===== src/rtl/sigan_sequencer_if.sv =====
// Front-panel / capture-datapath signal bundle for the signature analyzer sequencer.
// The sequencer takes the slave view; the driver of controls and signatures takes master.
interface sigan_sequencer_if;
  logic        hold;
  logic        rearm;
  logic        gate;
  logic        sig_valid;
  logic [15:0] sig_word;
  logic        arm;
  logic [15:0] disp_word;
  logic        disp_valid;
  logic        unstable;
  logic        timeout;
  logic        gate_led;

  modport master (
    output hold, rearm, gate, sig_valid, sig_word,
    input  arm, disp_word, disp_valid, unstable, timeout, gate_led
  );

  modport slave (
    input  hold, rearm, gate, sig_valid, sig_word,
    output arm, disp_word, disp_valid, unstable, timeout, gate_led
  );
endinterface


===== src/rtl/sigan_sequencer.sv =====
// Measurement sequencer: arms the capture datapath, accepts latched signatures,
// tracks stability, supports single-shot hold, flags missing captures, stretches the gate LED.
module sigan_sequencer #(
  parameter int unsigned TIMEOUT_CYCLES = 1048576,
  parameter int unsigned STABLE_COUNT   = 2,
  parameter int unsigned LED_STRETCH    = 1024
) (
  input  logic               clk,
  input  logic               reset_l,
  sigan_sequencer_if.slave   bus
);

  localparam int unsigned TW = $clog2(TIMEOUT_CYCLES);
  localparam int unsigned MW = $clog2(STABLE_COUNT + 1);
  localparam int unsigned LW = $clog2(LED_STRETCH + 1);

  typedef enum logic [1:0] {IDLE, ARMED, CAPTURE, HELD} state_t;

  state_t        state_q, state_d;
  logic          arm_q, arm_d;
  logic [15:0]   disp_word_q, disp_word_d;
  logic          disp_valid_q, disp_valid_d;
  logic          unstable_q, unstable_d;
  logic          timeout_q, timeout_d;
  logic          prev_valid_q, prev_valid_d;
  logic [MW-1:0] match_q, match_d, match_inc;
  logic [TW-1:0] tcnt_q, tcnt_d;
  logic [LW-1:0] led_cnt_q, led_cnt_d;
  logic          gate_led_q, gate_led_d;
  logic          window, accept, expire;

  always_ff @(posedge clk or negedge reset_l) begin
    if (!reset_l) begin
      state_q      <= IDLE;
      arm_q        <= 1'b0;
      disp_word_q  <= '0;
      disp_valid_q <= 1'b0;
      unstable_q   <= 1'b0;
      timeout_q    <= 1'b0;
      prev_valid_q <= 1'b0;
      match_q      <= '0;
      tcnt_q       <= '0;
      led_cnt_q    <= '0;
      gate_led_q   <= 1'b0;
    end else begin
      state_q      <= state_d;
      arm_q        <= arm_d;
      disp_word_q  <= disp_word_d;
      disp_valid_q <= disp_valid_d;
      unstable_q   <= unstable_d;
      timeout_q    <= timeout_d;
      prev_valid_q <= prev_valid_d;
      match_q      <= match_d;
      tcnt_q       <= tcnt_d;
      led_cnt_q    <= led_cnt_d;
      gate_led_q   <= gate_led_d;
    end
  end

  always_comb begin
    state_d      = state_q;
    disp_word_d  = disp_word_q;
    disp_valid_d = disp_valid_q;
    unstable_d   = unstable_q;
    timeout_d    = timeout_q;
    prev_valid_d = prev_valid_q;
    match_d      = match_q;
    match_inc    = match_q;
    tcnt_d       = tcnt_q;
    led_cnt_d    = led_cnt_q;
    gate_led_d   = 1'b0;

    window = (state_q == ARMED) || (state_q == CAPTURE);
    accept = window && bus.sig_valid;
    // A signature arriving on the expiry cycle takes precedence over the timeout.
    expire = window && !bus.sig_valid && (tcnt_q == TW'(TIMEOUT_CYCLES - 1));

    unique case (state_q)
      IDLE: begin
        state_d = ARMED;
        tcnt_d  = '0;
      end
      ARMED: begin
        if (accept)        state_d = bus.hold ? HELD : ARMED;
        else if (bus.gate) state_d = CAPTURE;
      end
      CAPTURE: begin
        if (accept)         state_d = bus.hold ? HELD : ARMED;
        else if (!bus.gate) state_d = ARMED;
      end
      HELD: begin
        if (bus.rearm || !bus.hold) begin
          state_d = ARMED;
          tcnt_d  = '0;
        end
      end
    endcase

    if (window) begin
      if (accept || expire) tcnt_d = '0;
      else                  tcnt_d = tcnt_q + TW'(1);
    end

    if (accept) begin
      timeout_d = 1'b0;
      if (!prev_valid_q) begin
        disp_word_d  = bus.sig_word;
        disp_valid_d = 1'b1;
        unstable_d   = 1'b0;
        match_d      = '0;
        prev_valid_d = 1'b1;
      end else if (bus.sig_word != disp_word_q) begin
        unstable_d  = 1'b1;
        match_d     = '0;
        disp_word_d = bus.sig_word;
      end else begin
        match_inc = (match_q >= MW'(STABLE_COUNT)) ? match_q : match_q + MW'(1);
        match_d   = match_inc;
        if (match_inc >= MW'(STABLE_COUNT)) unstable_d = 1'b0;
      end
    end else if (expire) begin
      timeout_d    = 1'b1;
      disp_valid_d = 1'b0;
      prev_valid_d = 1'b0;
      unstable_d   = 1'b0;
    end

    if (bus.gate) begin
      led_cnt_d  = LW'(LED_STRETCH);
      gate_led_d = 1'b1;
    end else if (led_cnt_q != '0) begin
      led_cnt_d  = led_cnt_q - LW'(1);
      gate_led_d = 1'b1;
    end
  end

  assign arm_d = (state_d == ARMED) || (state_d == CAPTURE);

  assign bus.arm        = arm_q;
  assign bus.disp_word  = disp_word_q;
  assign bus.disp_valid = disp_valid_q;
  assign bus.unstable   = unstable_q;
  assign bus.timeout    = timeout_q;
  assign bus.gate_led   = gate_led_q;

endmodule

===== src/flat_wrapper.sv =====
// flat-port wrapper written by rule: the top's interface ports become plain ports
module sigan_sequencer_flat 
#(
  parameter int unsigned TIMEOUT_CYCLES = 1048576,
  parameter int unsigned STABLE_COUNT   = 2,
  parameter int unsigned LED_STRETCH    = 1024
)
  (clk, reset_l, bus_hold, bus_rearm, bus_gate, bus_sig_valid, bus_sig_word, bus_arm, bus_disp_word, bus_disp_valid, bus_unstable, bus_timeout, bus_gate_led);
  sigan_sequencer_if bus_i ();
  input  logic clk;
  input  logic reset_l;
  input wire logic [$bits(bus_i.hold)-1:0] bus_hold;
  input wire logic [$bits(bus_i.rearm)-1:0] bus_rearm;
  input wire logic [$bits(bus_i.gate)-1:0] bus_gate;
  input wire logic [$bits(bus_i.sig_valid)-1:0] bus_sig_valid;
  input wire logic [$bits(bus_i.sig_word)-1:0] bus_sig_word;
  output wire logic [$bits(bus_i.arm)-1:0] bus_arm;
  output wire logic [$bits(bus_i.disp_word)-1:0] bus_disp_word;
  output wire logic [$bits(bus_i.disp_valid)-1:0] bus_disp_valid;
  output wire logic [$bits(bus_i.unstable)-1:0] bus_unstable;
  output wire logic [$bits(bus_i.timeout)-1:0] bus_timeout;
  output wire logic [$bits(bus_i.gate_led)-1:0] bus_gate_led;
  assign bus_i.hold = bus_hold;
  assign bus_i.rearm = bus_rearm;
  assign bus_i.gate = bus_gate;
  assign bus_i.sig_valid = bus_sig_valid;
  assign bus_i.sig_word = bus_sig_word;
  assign bus_arm = bus_i.arm;
  assign bus_disp_word = bus_i.disp_word;
  assign bus_disp_valid = bus_i.disp_valid;
  assign bus_unstable = bus_i.unstable;
  assign bus_timeout = bus_i.timeout;
  assign bus_gate_led = bus_i.gate_led;
  sigan_sequencer #(.TIMEOUT_CYCLES(TIMEOUT_CYCLES), .STABLE_COUNT(STABLE_COUNT), .LED_STRETCH(LED_STRETCH)) u_core (.clk(clk), .reset_l(reset_l), .bus(bus_i));
endmodule

===== config.mk =====
export PLATFORM = sky130hd
export DESIGN_NAME = sigan_sequencer_flat
export DESIGN_NICKNAME = d
export VERILOG_FILES = /design/src/rtl/sigan_sequencer_if.sv /design/src/rtl/sigan_sequencer.sv /design/src/flat_wrapper.sv
export SDC_FILE = /design/constraint.sdc
export NUM_CORES = 1
export LEC_CHECK = 0
export ABC_AREA = 1
export CORE_UTILIZATION = 50
export CTS_CLUSTER_DIAMETER = 100
export DETAILED_ROUTE_END_ITERATION = 8
export PLACE_DENSITY_LB_ADDON = 0.2
export RECOVER_POWER = 25
export SETUP_SLACK_MARGIN = 0.5
export SLEW_MARGIN = 20
export SYNTH_ARGS = -nofsm -noshare
export SYNTH_HDL_FRONTEND = slang
export SYNTH_SLANG_ARGS = --single-unit
export TNS_END_PERCENT = 5

===== constraint.sdc =====
create_clock -name clk -period 3.5 [get_ports clk]
set_clock_uncertainty 0.05 [all_clocks]
set_input_delay 0.35 -clock clk [delete_from_list [all_inputs] [get_ports clk]]
set_output_delay 0.35 -clock clk [all_outputs]
set_load 0.03 [all_outputs]

==> impl_metrics.env, run 1 <==
export IMPL_path_buf_inv=3
export IMPL_synth_ff_type="dfrtp_1"
export IMPL_clk_pin_slew_ns=0.07
export IMPL_whs_ns=0.441
export IMPL_grt_pass1_wl_um=12300
export IMPL_vias_per_cell=5.02
export IMPL_p_leak_nw=1.98
export IMPL_io_buffers=42
export IMPL_cpPeakStageDelay_ns=0.42
export IMPL_drc=9
export IMPL_wl_per_cell_um=11.6
export IMPL_start_util=0.523
export IMPL_worst_endpoint_required_ns=3.68
export IMPL_hold_violations=0
export IMPL_netlist_area_um2=3360
export IMPL_grt_pass1_vias=2880
export IMPL_status="complete, but fails checks"
export IMPL_diodes=0
export IMPL_fmax_mhz=463
export IMPL_ir_worst_vdd_v=0.000293
export IMPL_dpl_hpwl_um=4800
export IMPL_worstSetupStartpointType="flop"
export IMPL_final_cells=573
export IMPL_placed_cell_area_um2=3830
export IMPL_grtUsageTotal=0.219
export IMPL_critPathKind="reg2reg"
export IMPL_cp_data_arrival_time_ns=2.34
export IMPL_dp_cells=557
export IMPL_cp_end_kind="flop"
export IMPL_utilization=0.625
export IMPL_yosysWarnings=0
export IMPL_firstDrtPassIters=8
export IMPL_grt_max_degree=40
export IMPL_die_h_um=83.9
export IMPL_slew_viol_final=40
export IMPL_ys_ff_latch=57
export IMPL_powerDensity_nw_per_um2=699
export IMPL_hold_class="reg2reg"
export IMPL_nets=522
export IMPL_ys_top_cells_by_area="dfrtp_1 42%, nand2_1 15%, inv_1 6.7%"
export IMPL_synth_top_area_cell="dfrtp_1"
export IMPL_wl_um=6670
export IMPL_die_area_um2=7050
export IMPL_synth_edf_count=0
export IMPL_insertion_delay_ns=0.34
export IMPL_numClockSinks=57
export IMPL_relSlewSlack=-0.394
export IMPL_pre_cts_ws_ns=1.15
export IMPL_cp_top_family="buffers and inverters"
export IMPL_ys_types=32
export IMPL_fin_ws_ns=1.34
export IMPL_design_portCount=43
export IMPL_synth_nets=474
export IMPL_num_rows=29
export IMPL_final_antenna_net_count=0
export IMPL_postCtsHoldBufs=0
export IMPL_dr_total_vias=2874
export IMPL_antenna_found_initial=0
export IMPL_maxCapViolations=1
export IMPL_cts_buffers=9
export IMPL_core_area_um2=6420
export IMPL_synthArstFlopShare=1.00
export IMPL_setup_viol=0
export IMPL_finalCriticalPeriod_ns=2.16
export IMPL_crit_fanout=16
export IMPL_drt_iter0_drc=132
export IMPL_syn2layout_area_growth_pct=19.6
export IMPL_synth_top_area_share=0.425
export IMPL_finalSetupTns_ns=0
export IMPL_gp_congestion=0.819
export IMPL_cts_buffer_depth=2
export IMPL_synth_most_common_cell="nand2_1"
export IMPL_violations="design-rule violations, max-capacitance violations, max-slew violations"
export IMPL_overflow=0
export IMPL_cts_resized=0
export IMPL_path_cells="inv_1, ha_1, nand2_2, inv_1, buf_4, nand2_4, nand2_1, nand2_1"
export IMPL_die_w_um=83.9
export IMPL_cts_root_buffer="clkbuf_8"
export IMPL_synthCells=443
export IMPL_fin_crit_sh=0.617
export IMPL_yosysSeqAreaShare=0.425
export IMPL_cpMaxStageDelayCell="dfrtp_1"
export IMPL_drive_above_1_share=0.0867
export IMPL_htree_levels=3
export IMPL_ys_top_cells_by_count="136 x nand2_1, 60 x inv_1, 57 x dfrtp_1"
export IMPL_power_mw=2.81
export IMPL_avgSynthCellArea_um2=7.58
export IMPL_num_fill_cells=557
export IMPL_rsz0062_at_grt="false"
export IMPL_post_cts_buffers=0
export IMPL_cts_tree="yes"
export IMPL_tightestPinTransition_ns=2.09
export IMPL_fin_area_um2=4020
==> final timing paths <==
kind                                     from                       end  slack [ns]  depth (start not counted)
max                         u_core.state_q[1]  u_core.bus.disp_word[13]        1.34                          8
min                        u_core.bus.timeout        u_core.bus.timeout        0.44                          2
max reg2reg                 u_core.state_q[1]  u_core.bus.disp_word[13]        1.34                          8
min reg2reg                u_core.bus.timeout        u_core.bus.timeout        0.44                          2
max in group asynchronous             reset_l          u_core.tcnt_q[5]        1.64                          2
min in group asynchronous             reset_l  u_core.bus.disp_word[14]        0.55                          1
==> layer usage <==
layer | GRT usage | share of wire | up-vias
met1 | 0.265 | 0.46 | 1334
met3 | 0.0643 | 0.042 | 15
met4 | 0.0956 | 0.023 | 0
met5 | 0 | 0 | -
met2 | 0.361 | 0.47 | 54
li1 | - | - | 1471
==> flip-flops by register name, summed over array words and instances (netlist names) <==
name,cells
u_core.tcnt_q,20
u_core.match_q,2
u_core.bus.timeout,1
u_core.bus.unstable,1
u_core.bus.arm,1
u_core.led_cnt_q,11
u_core.bus.disp_valid,1
u_core.prev_valid_q,1
u_core.state_q,2
u_core.bus.disp_word,16
u_core.bus.gate_led,1
==> worst register-to-register path: cells and delay by family (launching register included) <==
family,cells,cell delay [ns]
buffers and inverters,3,0.72
AND/OR/NAND/NOR,4,0.49
flip-flops,1,0.42
adder cells (fa/ha/maj),1,0.37
==> report_power, final <==
| part | internal, mW | leakage (nW) | switching, mW |
|---|---|---|---|
| registers | 0.822 | 0.733 | 0.139 |
| logic | 0.469 | 1.15 | 0.771 |
| clock network | 0.347 | 0.0974 | 0.259 |
==> cells in the final DEF, fill, tap and decap left out, drive strengths merged, types with 2 or more instances in the layout <==
master and n:
ha 9, o22ai 7, a21oi 4, dfrtp 57
o21ai 16, nand4 4, xnor2 3, clkdlybuf4s50 41
nor3 9, nand2 143, nand3 37, clkbuf 14
buf 2, inv 60, nor4 3, clkinv 6
nor2 59, xor2 17
==> cell families after synthesis <==
group | share of synthesized area
simple gates | 0.339
buf+inv | 0.0883
flops | 0.425
compound gates | 0.0622
xor+xnor | 0.0522
fa+ha+maj | 0.0335
==> cell type report <==
type                       instances  area, µm²  area share
multi-input combinational        315       1630       0.407
sequential                        57       1430       0.355
timing repair buffer              44        429       0.107
inverter                          64        240      0.0598
clock buffer                      13        149      0.0371
tap                               77       96.3      0.0240
clock inverter                     3       40.0     0.00997
Power figures use the tool's default switching activity.
==> run 2: changes to the inputs <==
==> constraint.sdc (replaced) <==
create_clock -name clk -period 2.1 [get_ports clk]
set_clock_uncertainty 0.05 [all_clocks]
set_input_delay 0.21 -clock clk [delete_from_list [all_inputs] [get_ports clk]]
set_output_delay 0.21 -clock clk [all_outputs]
set_load 0.03 [all_outputs]
==> impl_metrics.env, run 2 (synthesis gave the netlist of run 1 again) <==
export IMPL_status="complete, but fails checks"
export IMPL_violations="design-rule violations"
export IMPL_design_portCount=43
export IMPL_die_w_um=83.9
export IMPL_nets=563
export IMPL_core_area_um2=6420
export IMPL_p_leak_nw=2.23
export IMPL_die_area_um2=7050
export IMPL_insertion_delay_ns=0.35
export IMPL_power_mw=5.45
export IMPL_relSlewSlack=0.113
export IMPL_cts_buffers=9
export IMPL_cpMaxStageDelayCell="clkdlybuf4s50_1"
export IMPL_finalSetupTns_ns=0
export IMPL_final_cell_mix="132 x nand2_1, 57 x dfrtp_1, 54 x inv_1, 48 x nor2_1, 40 x clkdlybuf4s50_1"
export IMPL_io_buffers=42
export IMPL_wl_um=7920
export IMPL_overflow=0
export IMPL_drt_iter0_drc=242
export IMPL_cp_data_arrival_time_ns=1.45
export IMPL_start_util=0.523
export IMPL_firstDrtPassIters=6
export IMPL_critPathKind="reg2out"
export IMPL_cpPeakStageDelay_ns=0.69
export IMPL_die_h_um=83.9
export IMPL_worst_endpoint_required_ns=1.84
export IMPL_htree_levels=3
export IMPL_cp_top_family="buffers and inverters"
export IMPL_diodes=0
export IMPL_hold_violations=0
export IMPL_grt_max_degree=36
export IMPL_setup_viol=0
export IMPL_wl_per_cell_um=12.9
export IMPL_fmax_mhz=584
export IMPL_dr_total_vias=3114
export IMPL_maxCapViolations=0
export IMPL_finalCriticalPeriod_ns=1.71
export IMPL_antenna_found_initial=0
export IMPL_cts_root_buffer="clkbuf_8"
export IMPL_hold_class="reg2reg"
export IMPL_rsz0062_at_grt="true"
export IMPL_largest_register_ffs=20
export IMPL_cts_buffer_depth=2
export IMPL_worstSetupStartpointType="flop"
export IMPL_numClockSinks=57
export IMPL_fin_crit_sh=0.816
export IMPL_grtUsageTotal=0.228
export IMPL_dpl_hpwl_um=5110
export IMPL_cts_tree="yes"
export IMPL_crit_fanout=4
export IMPL_path_buf_inv=1
export IMPL_powerDensity_nw_per_um2=1200
export IMPL_syn2layout_area_growth_pct=35.7
export IMPL_largest_register="u_core.tcnt_q"
export IMPL_grt_pass1_vias=2833
export IMPL_slew_viol_final=0
export IMPL_clk_pin_slew_ns=0.07
export IMPL_gp_congestion=0.821
export IMPL_cp_end_kind="output pin"
export IMPL_drive_above_1_share=0.203
export IMPL_final_antenna_net_count=0
export IMPL_drc=14
export IMPL_num_rows=29
export IMPL_tightestPinTransition_ns=1.33
export IMPL_final_common_cell="nand2_1"
export IMPL_ir_worst_vdd_v=0.000534
export IMPL_vias_per_cell=5.07
export IMPL_grt_pass1_wl_um=12700
export IMPL_path_cells="clkdlybuf4s50_1"
[run 2: changes by cell type in the layout (fill, tap and decap cells not counted), sizes merged]
cell | previous run | this run
buf | 2 | 38
dlygate4sd2 | 0 | 1
clkinvlp | 0 | 2
inv | 60 | 59
nand2 | 143 | 144
clkbuf | 14 | 13
bufinv | 1 | 2
clkdlybuf4s50 | 41 | 40
nand3 | 37 | 39
dlygate4sd3 | 0 | 1
[run 2: final cells by class]
class | instances | area, µm²
Tap cell | 77 | 96.3
Timing Repair Buffer | 82 | 791
Clock inverter | 5 | 77.6
Multi-Input combinational cell | 318 | 1770
Sequential cell | 57 | 1430
Clock buffer | 11 | 151
Inverter | 64 | 244
Fill cell | 485 | 1870
[run 2: what timing repair did]
item / 4_1_cts / 5_1_grt
gates cloned: 0 / 4
resized for setup: 7 / 22
hold buffers: 1 / 0
setup buffers: 6 / 23
endpoints found under the setup margin: 70 / 75
pin swaps: 4 / 17
endpoints found under the hold margin: 22 / 0
[run 2: layer usage]
metal,up-vias,GRT usage,wire length (µm)
met5,-,0,0
met4,0,0.0956,163
met3,13,0.0465,392
met2,80,0.383,3880
met1,1459,0.285,3490
li1,1562,-,-
[run 2: report_power, final]
group | switching (mW) | total [mW] | internal, mW
sequential | 0.248 | 1.62 | 1.37
clock | 0.460 | 1.19 | 0.728
combinational | 1.48 | 2.64 | 1.16
total | 2.19 | 5.45 | 3.26
[run 2: path summary, 6_finish.rpt]
kind,slack (ns),cells after the start,endpoint,startpoint
worst max-delay path,0.39,1,bus_disp_word[4],u_core.bus.disp_word[4]
min in group asynchronous,0.65,2,u_core.bus.disp_word[14],reset_l
worst max register to register,0.42,8,u_core.tcnt_q[15],u_core.state_q[0]
max in group asynchronous,0.53,3,u_core.tcnt_q[17],reset_l
worst min-delay path,0.44,2,u_core.bus.timeout,u_core.bus.timeout
worst min register to register,0.44,2,u_core.bus.timeout,u_core.bus.timeout
[run 2: stage by stage]
| stage | cell area, µm² | setup WS (ns) | std cells | utilization | hold WS [ns] |
|---|---|---|---|---|---|
| 3_3_place_gp | 3920 | 0.162 | 564 | 0.611 | 0.170 |
| 6_report | 4560 | 0.387 | 614 | 0.710 | 0.439 |
| 5_1_grt | 4560 | 0.255 | 614 | 0.710 | 0.464 |
| 3_5_place_dp | 3920 | 0.138 | 564 | 0.611 | 0.178 |
| 2_1_floorplan | 3370 | 0.517 | 443 | - | -0.136 |
| 4_1_cts | 4250 | 0.386 | 587 | 0.661 | 0.352 |
